--- config.mk ---
export PLATFORM = sky130hd
export DESIGN_NAME = rcosine_interp2
export DESIGN_NICKNAME = d
export VERILOG_FILES = /design/src/rtl/rcosine_pkg.sv /design/src/rtl/rcosine_mac.sv /design/src/rtl/rcosine_interp2.sv
export SDC_FILE = /design/constraint.sdc
export NUM_CORES = 1
export LEC_CHECK = 0
export CAP_MARGIN = 20
export CELL_PAD_IN_SITES_DETAIL_PLACEMENT = 1
export CELL_PAD_IN_SITES_GLOBAL_PLACEMENT = 1
export CORE_MARGIN = 2
export CORE_UTILIZATION = 50
export DETAILED_ROUTE_END_ITERATION = 8
export GPL_ROUTABILITY_DRIVEN = 0
export PLACE_DENSITY_LB_ADDON = 0.2
export SYNTH_ARGS = -nofsm -noshare
export SYNTH_HDL_FRONTEND = slang
export SYNTH_SLANG_ARGS = --single-unit
--- constraint.sdc ---
create_clock -name clk -period 19.7 [get_ports clk]
set_input_delay 3.94 -clock clk [delete_from_list [all_inputs] [get_ports clk]]
set_output_delay 3.94 -clock clk [all_outputs]
set_load 0.1 [all_outputs]
--- src/rtl/rcosine_pkg.sv ---
// rtl/rcosine_pkg.sv - shared raised-cosine coefficients, sequencer states and widths
package rcosine_pkg;

    localparam int RC_DSIZE  = 8;
    localparam int RC_COEF_W = 8;
    localparam int RC_PRE_W  = RC_DSIZE + 1;
    localparam int RC_PROD_W = 2 * RC_DSIZE + 1;
    localparam int RC_ACC_W  = 2 * RC_DSIZE + 3;

    // Symmetric 9-tap set: h0 h1 h2 h3 h4 h3 h2 h1 h0
    localparam logic [RC_COEF_W-1:0] RC_H0 = 8'h26;
    localparam logic [RC_COEF_W-1:0] RC_H1 = 8'h36;
    localparam logic [RC_COEF_W-1:0] RC_H2 = 8'h44;
    localparam logic [RC_COEF_W-1:0] RC_H3 = 8'h50;
    localparam logic [RC_COEF_W-1:0] RC_H4 = 8'h51;

    typedef enum logic [2:0] {
        ST_IDLE,
        ST_M0,
        ST_M1,
        ST_M2,
        ST_M3,
        ST_M4
    } seq_state_e;

endpackage

--- src/rtl/rcosine_mac.sv ---
// rtl/rcosine_mac.sv - shared pre-adder, coefficient multiplier and accumulate adder
module rcosine_mac
    import rcosine_pkg::*;
#(
    parameter int DSIZE = RC_DSIZE
) (
    input  logic [DSIZE-1:0]     a_i,
    input  logic [DSIZE-1:0]     b_i,
    input  logic [RC_COEF_W-1:0] coef_i,
    input  logic [2*DSIZE+2:0]   acc_i,
    input  logic                 bypass_i,
    output logic [2*DSIZE+2:0]   sum_o
);

    localparam int PROD_W = 2 * DSIZE + 1;
    localparam int ACC_W  = 2 * DSIZE + 3;

    logic [DSIZE:0]    pre;
    logic [PROD_W-1:0] prod;

    always_comb begin
        pre   = {1'b0, a_i} + {1'b0, b_i};
        prod  = PROD_W'(pre) * PROD_W'(coef_i);
        // bypass starts a fresh phase sum instead of accumulating
        sum_o = (bypass_i ? '0 : acc_i) + ACC_W'(prod);
    end

endmodule

--- src/rtl/rcosine_interp2.sv ---
// rtl/rcosine_interp2.sv - 2x polyphase raised-cosine interpolator with shared MAC
module rcosine_interp2
    import rcosine_pkg::*;
#(
    parameter int DSIZE = RC_DSIZE
) (
    input  logic                 clk,
    input  logic                 rst,
    input  logic                 sym_en,
    input  logic [DSIZE-1:0]     sym,
    output logic                 sym_rdy,
    output logic                 ovr,
    output logic                 dout_en,
    output logic [2*DSIZE+2:0]   dout
);

    localparam int ACC_W = 2 * DSIZE + 3;

    seq_state_e          state_q, state_d;
    logic [DSIZE-1:0]    s_q [5];
    logic [ACC_W-1:0]    acc_q;
    logic [ACC_W-1:0]    dout_q;
    logic                dout_en_q;
    logic                ovr_q;

    logic [DSIZE-1:0]    mac_a, mac_b;
    logic [RC_COEF_W-1:0] mac_coef;
    logic                mac_bypass;
    logic [ACC_W-1:0]    mac_sum;
    logic                accept;

    assign accept = (state_q == ST_IDLE) && sym_en;

    always_comb begin
        state_d    = state_q;
        mac_a      = s_q[0];
        mac_b      = s_q[4];
        mac_coef   = RC_H0;
        mac_bypass = 1'b1;
        case (state_q)
            ST_IDLE: if (sym_en) state_d = ST_M0;
            ST_M0: state_d = ST_M1;
            ST_M1: begin
                mac_a      = s_q[1];
                mac_b      = s_q[3];
                mac_coef   = RC_H2;
                mac_bypass = 1'b0;
                state_d    = ST_M2;
            end
            ST_M2: begin
                mac_a      = s_q[2];
                mac_b      = '0;
                mac_coef   = RC_H4;
                mac_bypass = 1'b0;
                state_d    = ST_M3;
            end
            ST_M3: begin
                mac_a    = s_q[0];
                mac_b    = s_q[3];
                mac_coef = RC_H1;
                state_d  = ST_M4;
            end
            ST_M4: begin
                mac_a      = s_q[1];
                mac_b      = s_q[2];
                mac_coef   = RC_H3;
                mac_bypass = 1'b0;
                state_d    = ST_IDLE;
            end
            default: state_d = ST_IDLE;
        endcase
    end

    rcosine_mac #(.DSIZE(DSIZE)) u_mac (
        .a_i      (mac_a),
        .b_i      (mac_b),
        .coef_i   (mac_coef),
        .acc_i    (acc_q),
        .bypass_i (mac_bypass),
        .sum_o    (mac_sum)
    );

    always_ff @(posedge clk) begin
        if (rst) begin
            state_q   <= ST_IDLE;
            acc_q     <= '0;
            dout_q    <= '0;
            dout_en_q <= 1'b0;
            ovr_q     <= 1'b0;
            for (int i = 0; i < 5; i++) s_q[i] <= '0;
        end else begin
            state_q   <= state_d;
            ovr_q     <= sym_en && (state_q != ST_IDLE);
            dout_en_q <= (state_q == ST_M2) || (state_q == ST_M4);
            if (accept) begin
                s_q[0] <= sym;
                for (int i = 1; i < 5; i++) s_q[i] <= s_q[i-1];
            end
            if (state_q == ST_M0 || state_q == ST_M1 || state_q == ST_M3)
                acc_q <= mac_sum;
            if (state_q == ST_M2 || state_q == ST_M4)
                dout_q <= mac_sum;
        end
    end

    assign sym_rdy = (state_q == ST_IDLE);
    assign ovr     = ovr_q;
    assign dout_en = dout_en_q;
    assign dout    = dout_q;

endmodule
-- After elaboration in Yosys (flattened, before gate mapping)
Memory sizes are Yosys's and may differ from the RTL's.
Index checks and enable logic that the tools add are counted.
- bits of input ports: 11
- logic and storage cells: 46
- register bits: 43
- bits in writable memories: 40
- memories kept: 1
- equal/unequal tests: 6
- add/sub/neg operators: 2
- reduce and logical (&&, ||, !) cells: 10
- bitwise logic cells: 5
- muxes and demuxes: 16
- multipliers: 1
- memories (memory ; depth ; width ; rd ports ; clocked after memory_dff ; wr ports ; line ; RTL):
    s_q ; 5 ; 8 ; 5 ; 0 ; 5 ; rcosine_interp2.sv:20 ; logic [DSIZE-1:0] s_q [5];
- operator list (operator ; number):
    $mux 8 ; 5
    $pmux 7 s4 ; 1
    $pmux 8 s3 ; 1
    $add 19x17->19 ; 1
    $mux 19 ; 1
    $mul 9x7->16 ; 1
    $pmux 8 s2 ; 1
    $pmux 3 s5 ; 1
    $add 8x8->9 ; 1
    $eq 3x2->1 const B ; 2
    $eq 3x3->1 const B ; 2
    $mux 1 ; 5
    $or 1x1->1 ; 5
    $reduce_or 2->1 ; 2
    $eq 3x1->1 const B ; 1
    $logic_not 3->1 ; 1
    $logic_or 1x1->1 ; 3
    $mux 3 ; 1
    $reduce_bool 3->1 ; 1
    $reduce_or 3->1 ; 1
    $logic_and 1x1->1 ; 2
    $ne 2x2->1 const B ; 1

-- Longest topological paths before layout
Gate-level depths: netlist of run 1.
- word-level depth: 6
- gate-level depth with buffers: 36

-- Hierarchy
Synthesis of run 1 repeated with hierarchy kept, for this count alone.
- cells, all modules: 834
- area, all modules: 7593.5 um^2
- by module, submodules not included (module ; area an instance (um^2) ; seq. area each (um^2) ; cells an instance ; instances):
    rcosine_interp2 ; 3912.5 ; 2062.0 ; 378 ; 1
    rcosine_mac ; 3681.0 ; 0.0 ; 456 ; 1

-- Worst setup path before layout of run 1
Ideal clock, no wire load.
- path kind: register to register
- start: register state_q[1]
- end: register dout_q[14] (netlist: dout[14])
- path buffers: 2
- data arrival time: 7603 ps
- setup time: 122 ps
- slack: 11975 ps
- stages on the path, launching flop included: 33
- cells stage by stage: dfxtp_1 > clkinv_1 > or3_1 > clkbuf_1 > o22ai_1 > a21oi_1 > ha_1 > a21o_1 > a21o_1 > a211o_1 > a211oi_4 > nor4_1 > or2_1 > ha_1 > fa_1 > inv_1 > fa_1 > fa_1 > inv_1 > ha_1 > a21oi_1 > nor2_1 > a211oi_1 > o211a_1 > nor3_1 > xor2_1 > ha_1 > clkbuf_1 > a21oi_1 > o21ai_0 > o41a_1 > nor4b_1 > a311o_1
- longest elaborated chain between the ends: 6
- elaborated cells between the ends (all ways): 15
- ends and longest elaborated chain (item ; line ; RTL):
    from (decl) ; rcosine_interp2.sv:19 ; seq_state_e state_q, state_d;
    from (signal assigned) ; rcosine_interp2.sv:92 ; state_q <= state_d;
    $eq 3x2->1 (tied with other cells) ; rcosine_interp2.sv:40 ; case (state_q)
    $reduce_or 2->1 (no line) ; -- ;
    $pmux 8 s3 or $pmux 8 s2 (tied branches) ; rcosine_interp2.sv:40 ;
    $add 8x8->9 ; rcosine_mac.sv:22 ; pre = {1'b0, a_i} + {1'b0, b_i};
    $mul 9x7->16 ; rcosine_mac.sv:23 ; prod = PROD_W'(pre) * PROD_W'(coef_i);
    $add 19x17->19 ; rcosine_mac.sv:25 ; sum_o = (bypass_i ? '0 : acc_i) + ACC_W'(prod);
    to (signal assigned) ; rcosine_interp2.sv:102 ; dout_q <= mac_sum;
    to (decl) ; rcosine_interp2.sv:22 ; logic [ACC_W-1:0] dout_q;
Several ways; a longest one is shown, not always the timed one.
A chain may end at the register's enable or synchronous reset.

-- Final worst setup path of run 1
- start: register state_q[1]
- end: register acc_q[14]
- longest elaborated chain between the ends: 6
- elaborated cells between the ends (all ways): 17
- ends and longest elaborated chain (item ; line ; RTL):
    $eq 3x2->1 (tied with other cells) ; rcosine_interp2.sv:40, rcosine_interp2.sv:99 ;
    $reduce_or 2->1 (no line) ; -- ;
    $pmux 8 s3 or $pmux 8 s2 (tied branches) ; rcosine_interp2.sv:40 ;
    $add 8x8->9 ; rcosine_mac.sv:22 ;
    $mul 9x7->16 ; rcosine_mac.sv:23 ;
    $add 19x17->19 ; rcosine_mac.sv:25 ;
    to (signal assigned) ; rcosine_interp2.sv:100 ; acc_q <= mac_sum;
    to (decl) ; rcosine_interp2.sv:21 ; logic [ACC_W-1:0] acc_q;
Several ways; a longest one is shown, not always the timed one.

==> summary.txt, run 1 <==
Run status
  • Status: finished clean

Cells and area
  • Share of cells above drive strength 1: 4.24%
  • Final cell count without fillers: 955
  • Post-layout net count: 877
  • # diodes: 0
  • Fill cell count: 1557
  • Area delta synth->final: 10.5%

Logic synthesis
  • Post-synth EDFFs: 40
  • Yosys top cell area share: 17.7%
  • Post-Syn Nets: 870
  • Most numerous cell in the Yosys netlist: nand2_1
  • Ys async rst share: 0%
  • Synth Warn #: 0
  • Yosys cell types: 61
  • Post-Syn Instances: 767
  • Mean Syn Cell Area: 8.85 µm²
  • Post-synth top cells: nand2_1 (81), a21oi_1 (71), and2_1 (70)
  • Post-synth top area cell: edfxtp_1
  • Post-Syn Area: 0.00679 mm²
  • Synth area leaders: edfxtp_1 (18%), dfxtp_1 (13%), ha_1 (12%), fa_1 (7.7%), and2_1 (6.5%)
  • Synth Flop Type: dfxtp_1
  • Register area share after synthesis: 30.4%
  • Register bit total from synthesis: 83

Placement
  • Cell count after placement: 938
  • Post-DP HPWL: 13800 µm
  • Buffers on Ports: 32

Setup path
  • Crit path DAT: 9.84 ns
  • Worst path top cell family by delay: compound AO/OA/AOI/OAI gates
  • Startpoint Class: flip-flop
  • Worst Setup End Kind: flip-flop
  • Critical path required time: 19.94 ns
  • Most frequent cell on the critical path: ha_1
  • Critical-path top delay cell: dfxtp_1
  • CP Class: reg -> reg
  • Max FO, Critical Path: 26
  • Crit path largest cell delay: 0.91 ns
  • Buffer and inverter count on the worst path: 3

Floorplanning
  • Die width: 121 µm
  • Core area: 0.0132 mm²
  • DIE HEIGHT: 121 µm
  • Die ar.: 0.0145 mm²
  • # rows: 42
  • Num ports: 33
  • Initial Util: 51.3%

CTS
  • Root Driver: clkbuf_16
  • Hold Buf Count CTS: 0
  • PostCTS Resize Cnt: 0
  • Clock transition at path regs: 0.06 ns
  • Clock Latency Late Sink: 0.35 ns
  • Total CTS buffers: 9
  • Post-CTS setup buffer count: 0
  • CTS H-tree depth: 3
  • Clk buf depth: 2
  • CTS tree: yes
  • Clk sink count: 83

Timing
  • Max-slew violations: 0
  • Period utilization: 48.8%
  • Slew margin rel.: 31.0%
  • Final worst path period need: 9.61 ns
  • Peak Freq: 104 MHz
  • Actual slew at the worst max-slew pin: 1.03 ns
  • TNS Setup: 0 ns
  • Unrepaired setup endpoints after global routing: false
  • # setup viols final: 0
  • Final hold violation count: 0
  • Layout Skew: 0.00813 ns

Flow run
  • Maxcap violations: 0

Detailed routing
  • Wire per inst: 19.6 µm
  • Via density: 6.08
  • Drt first-iter violations: 412
  • DR DRC count: 0
  • Antenna Nets Post-Route: 0
  • Via count: 5802
  • Final WL: 18700 µm
  • TritonRoute pass-1 iters: 5

GRT
  • First-pass GRT wire length: 31500 µm
  • Vias in the first global route: 6127
  • Largest net degree at the start of global routing: 47
  • Gr ovfl total: 0
  • Initial antenna violation count: 0
  • GRT Total Usage: 27.4%

Worst hold path
  • Worst Hold Class: reg -> reg
[final timing paths]
check	startpoint	end	slack, ns	depth (start not counted)
setup / recovery	state_q[1]$_SDFFE_PP0P_	acc_q[14]$_SDFFE_PP0P_	10.09	30
hold / removal	acc_q[3]$_SDFFE_PP0P_	acc_q[3]$_SDFFE_PP0P_	0.45	2
setup reg to reg	state_q[1]$_SDFFE_PP0P_	acc_q[14]$_SDFFE_PP0P_	10.09	30
hold reg to reg	acc_q[3]$_SDFFE_PP0P_	acc_q[3]$_SDFFE_PP0P_	0.45	2
[cells by family after synthesis]
family	after synthesis	synth area share, %
xor gates and xnor gates	29	3.74
buffers and inverters	79	4.65
and+or+nand+nor	286	21.6
AOI/OAI and AO/OA	189	18.5
adders and majority gates	92	19.8
muxes	9	1.33
DFF	83	30.4
[worst register-to-register path: cells and delay by family, from the launching register on]
| family | cells | cell delay (ns) |
|---|---|---|
| AOI/OAI and AO/OA | 12 | 3.08 |
| xor gates and xnor gates | 1 | 0.16 |
| adders and majority gates | 7 | 2.94 |
| buffers and inverters | 3 | 0.49 |
| DFF | 1 | 0.91 |
| and+or+nand+nor | 7 | 1.91 |
[final cells by class]
class / count / area [µm²] / share of cell area (%)
sequential: 83 / 2060 / 27.5
multi-input combinational: 605 / 4410 / 58.8
timing repair buffer: 37 / 365 / 4.87
clock inverter: 5 / 60.1 / 0.800
clock buffer: 11 / 243 / 3.23
inverter: 38 / 143 / 1.90
tap: 176 / 220 / 2.93
[routing by layer]
layer | wire [µm] | part of all wire [%] | GRT usage, % | up-vias
met5 | 0 | 0 | 0 | -
met4 | 404 | 2.2 | 9.45 | 0
met3 | 738 | 3.9 | 3.30 | 31
met2 | 9050 | 48 | 45.1 | 137
met1 | 8520 | 46 | 37.4 | 2883
li1 | - | - | - | 2751
[registers in the layout, summed over array words and instances, names as in the netlist]
name     cells
s_q         40
acc_q       19
dout        19
state_q      3
dout_en      1
ovr          1
[placed cells by master, fill, tap and decap left out, types with 4 or more instances in the layout]
cell type	count
o21ai_0	20
inv_1	36
a21o_1	7
nor2_1	52
clkdlybuf4s50_1	32
clkbuf_16	9
ha_1	66
o211ai_1	4
nand3_1	16
a221oi_1	8
nor3_1	16
or3_1	4
buf_4	4
nand2_1	81
dfxtp_1	43
nor4_1	6
xnor2_1	21
o21a_1	10
o211a_1	4
fa_1	26
edfxtp_1	40
or4_1	6
o21bai_1	7
nor4b_1	7
o22ai_1	18
a211oi_1	10
a31oi_1	4
and3_1	5
xor2_1	8
mux2i_1	9
and2_1	70
nand2b_1	4
a21oi_1	71
[stage by stage]
| step | setup slack, ns | area (µm²) | hold slack (ns) | util, % |
|---|---|---|---|---|
| 4_1_cts | 10.17 | 7490 | 0.455 | 56.5 |
| 5_1_grt | 9.51 | 7500 | 0.475 | 56.7 |
| 2_1_floorplan | 11.97 | 6790 | 0.427 | - |
| 6_report | 10.09 | 7500 | 0.450 | 56.7 |
| 3_3_place_gp | 10.64 | 7190 | 0.434 | 54.3 |
| 3_5_place_dp | 10.24 | 7190 | 0.446 | 54.3 |
Power of run 1 is not shown: default switching activity piles up to over one toggle a cycle in this logic, so the estimate is an artifact.
==> inputs of run 2 (changes only) <==
--- a/config.mk
+++ b/config.mk
@@ -9,7 +9,7 @@
 export CELL_PAD_IN_SITES_DETAIL_PLACEMENT = 1
 export CELL_PAD_IN_SITES_GLOBAL_PLACEMENT = 1
 export CORE_MARGIN = 2
-export CORE_UTILIZATION = 50
+export CORE_UTILIZATION = 43
 export DETAILED_ROUTE_END_ITERATION = 8
 export GPL_ROUTABILITY_DRIVEN = 0
 export PLACE_DENSITY_LB_ADDON = 0.2
==> constraint.sdc (replaced) <==
create_clock -name clk -period 8.78 [get_ports clk]
set_input_delay 1.756 -clock clk [delete_from_list [all_inputs] [get_ports clk]]
set_output_delay 1.756 -clock clk [all_outputs]
set_load 0.1 [all_outputs]
==> run 2 against run 1 <==
  * Die area rose by 16%
  * Non-clock buffer count rose by 9
  * Register-to-register slack got worse by 9.6 ns
  * Core utilization fell by 6.4 points
  * Critical endpoint unchanged
  * Critical path type unchanged
==> summary.txt, run 2 (same netlist as run 1, synthesis figures left out) <==
Detailed routing
  • DRT met1 WL: 8850 µm (+3.9%)
  • Wire per inst: 18.7 µm (-4.8%)
  • DR DRC count: 0 (unchanged)
  • Via count: 5821 (+0.33%)
  • Wire length on met2: 8690 µm (-4.0%)
  • Via density: 5.83 (-4.1%)
  • Drt first-iter violations: 319 (-23%)
  • DR WL met3: 769 µm (+4.2%)
  • TritonRoute pass-1 iters: 5 (unchanged)
  • Antenna Nets Post-Route: 0 (unchanged)
  • Final WL: 18600 µm (-0.41%)
  • Uppermost layer routed: met4

Worst hold path
  • Min-delay src: acc_q[3]$_SDFFE_PP0P_
  • WHS Endpoint: acc_q[3]$_SDFFE_PP0P_
  • Worst Hold Class: reg -> reg
  • Worst Hold Depth: 2 (unchanged)

Timing
  • Setup WS post-layout: 0.531 ns (-9.56 ns)
  • Max-slew violations: 0 (unchanged)
  • Period utilization: 94.0% (+45 points)
  • Peak Freq: 121 MHz (+16%)
  • Final worst path period need: 8.25 ns (-1.36 ns)
  • # setup viols final: 0 (unchanged)
  • Slew margin rel.: 30.3% (-0.73 points)
  • Final hold violation count: 0 (unchanged)
  • TNS Setup: 0 ns (unchanged)
  • Actual slew at the worst max-slew pin: 1.05 ns (+0.0109 ns)
  • Layout Skew: 0.00723 ns (-0.000894 ns)

GRT
  • Vias in the first global route: 6086 (-0.67%)
  • Initial antenna violation count: 0 (unchanged)
  • Largest net degree at the start of global routing: 47 (unchanged)
  • Gr ovfl total: 0 (unchanged)
  • GRT Total Usage: 23.4% (-4.0 points)
  • First-pass GRT wire length: 31000 µm (-1.6%)

Setup path
  • Startpoint Class: flip-flop
  • Reg2reg end: acc_q[14]$_SDFFE_PP0P_
  • Crit path DAT: 8.49 ns (-1.35 ns)
  • R2R setup slack: 0.53 ns (-9.56 ns)
  • Critical path required time: 9.02 ns (-10.92 ns)
  • CP Class: reg -> reg
  • Crit path largest cell delay: 0.55 ns (-0.36 ns)
  • Critical-path top delay cell: fa_1
  • Worst Setup End Kind: flip-flop
  • Max FO, Critical Path: 28 (+7.7%)
  • Critical R2R Launch: state_q[0]$_SDFFE_PP0P_
  • R2R depth: 31 (+3.3%)

CTS
  • Clock Latency Late Sink: 0.35 ns (about the same)
  • Root Driver: clkbuf_16
  • Clk buf depth: 2 (unchanged)
  • Total CTS buffers: 9 (unchanged)
  • Clk sink count: 83 (unchanged)
  • Clock transition at path regs: 0.07 ns (about the same)
  • CTS tree: yes
  • Hold Buf Count CTS: 0 (unchanged)
  • CTS H-tree depth: 3 (unchanged)

Cells and area
  • Area delta synth->final: 13.4%
  • Most common cell after layout, fill and taps aside: nand2_1
  • Final instance area: 0.00769 mm² (+2.6%)
  • Max reg flops: 40 (unchanged)
  • Reg with most FFs: s_q
  • Post-layout net count: 886 (+1.0%)
  • Share of cells above drive strength 1: 6.98% (+2.7 points)
  • Final cell count without fillers: 999 (+4.6%)
  • Commonest non-fill, non-tap cells in the layout: nand2_1 (80), and2_1 (70), a21oi_1 (69), ha_1 (65), nor2_1 (52)
  • # diodes: 0 (unchanged)

Floorplanning
  • # rows: 45 (+7.1%)
  • Die ar.: 0.0168 mm² (+16%)
  • Core area: 0.0153 mm² (+16%)
  • Die width: 130 µm (+7.6%)
  • Num ports: 33 (unchanged)
  • DIE HEIGHT: 130 µm (+7.6%)
  • Initial Util: 44.3% (-6.9 points)

Placement
  • Cell count after placement: 977 (+4.2%)
  • Buffers on Ports: 32 (unchanged)
  • Post-DP HPWL: 13600 µm (-1.1%)
  • Worst slack, placed: 0.245 ns (-10.0 ns)
  • DP Area: 0.00726 mm² (+1.0%)

Flow run
  • Maxcap violations: 0 (unchanged)

Run status
  • Status: finished clean
[run 2: how the worst max path moves through the flow]
stage	from	end	slack [ns]	depth (start not counted)
global route	state_q[0]$_SDFFE_PP0P_	dout[17]$_SDFFE_PP0P_	-0.02	32
global placement	state_q[1]$_SDFFE_PP0P_	dout[17]$_SDFFE_PP0P_	0.50	32
floorplan	state_q[1]$_SDFFE_PP0P_	dout[14]$_SDFFE_PP0P_	1.05	32
finish	state_q[0]$_SDFFE_PP0P_	acc_q[14]$_SDFFE_PP0P_	0.53	31
detailed placement	state_q[1]$_SDFFE_PP0P_	acc_q[14]$_SDFFE_PP0P_	0.25	31
CTS	state_q[1]$_SDFFE_PP0P_	acc_q[14]$_SDFFE_PP0P_	0.17	31
[run 2: metal layers]
layer  global-route usage [%]  vias to the layer above
li1                         -                     2763
met1                     32.0                     2917
met2                     38.8                      115
met3                     3.06                       26
met4                     7.27                        0
met5                        0                        -
[run 2: cell type report]
type	count	area, µm²
Timing Repair Buffer	46	457
Clock buffer	9	225
Tap cell	211	264
Inverter	38	146
Fill cell	1787	7620
Sequential cell	83	2060
Clock inverter	7	93.8
Multi-Input combinational cell	605	4440
[run 2: stage by stage]
| stage | hold WS [ns] | util, % |
|---|---|---|
| finish | 0.456 | 50.2 |
| global route | 0.470 | 50.2 |
| CTS | 0.456 | 49.5 |
| detailed placement | 0.442 | 47.4 |
| global placement | 0.436 | 47.4 |
| floorplan | 0.427 | - |
[run 2: worst max-delay path: cells and delay by family (launching register included)]
kind | cells | cell delay (ns)
AOI/OAI and AO/OA | 14 | 3.50
adders and majority gates | 7 | 2.81
and+or+nand+nor | 5 | 0.73
buffers and inverters | 4 | 0.52
DFF | 1 | 0.37
xor gates and xnor gates | 1 | 0.19
[run 2: timing repair]
| item | 4_1_cts | 5_1_grt |
|---|---|---|
| setup buffers | 0 | 5 |
| gates resized for setup | 0 | 15 |
| endpoints found under the setup margin | 0 | 11 |
Power of run 2 is left out for the same reason.
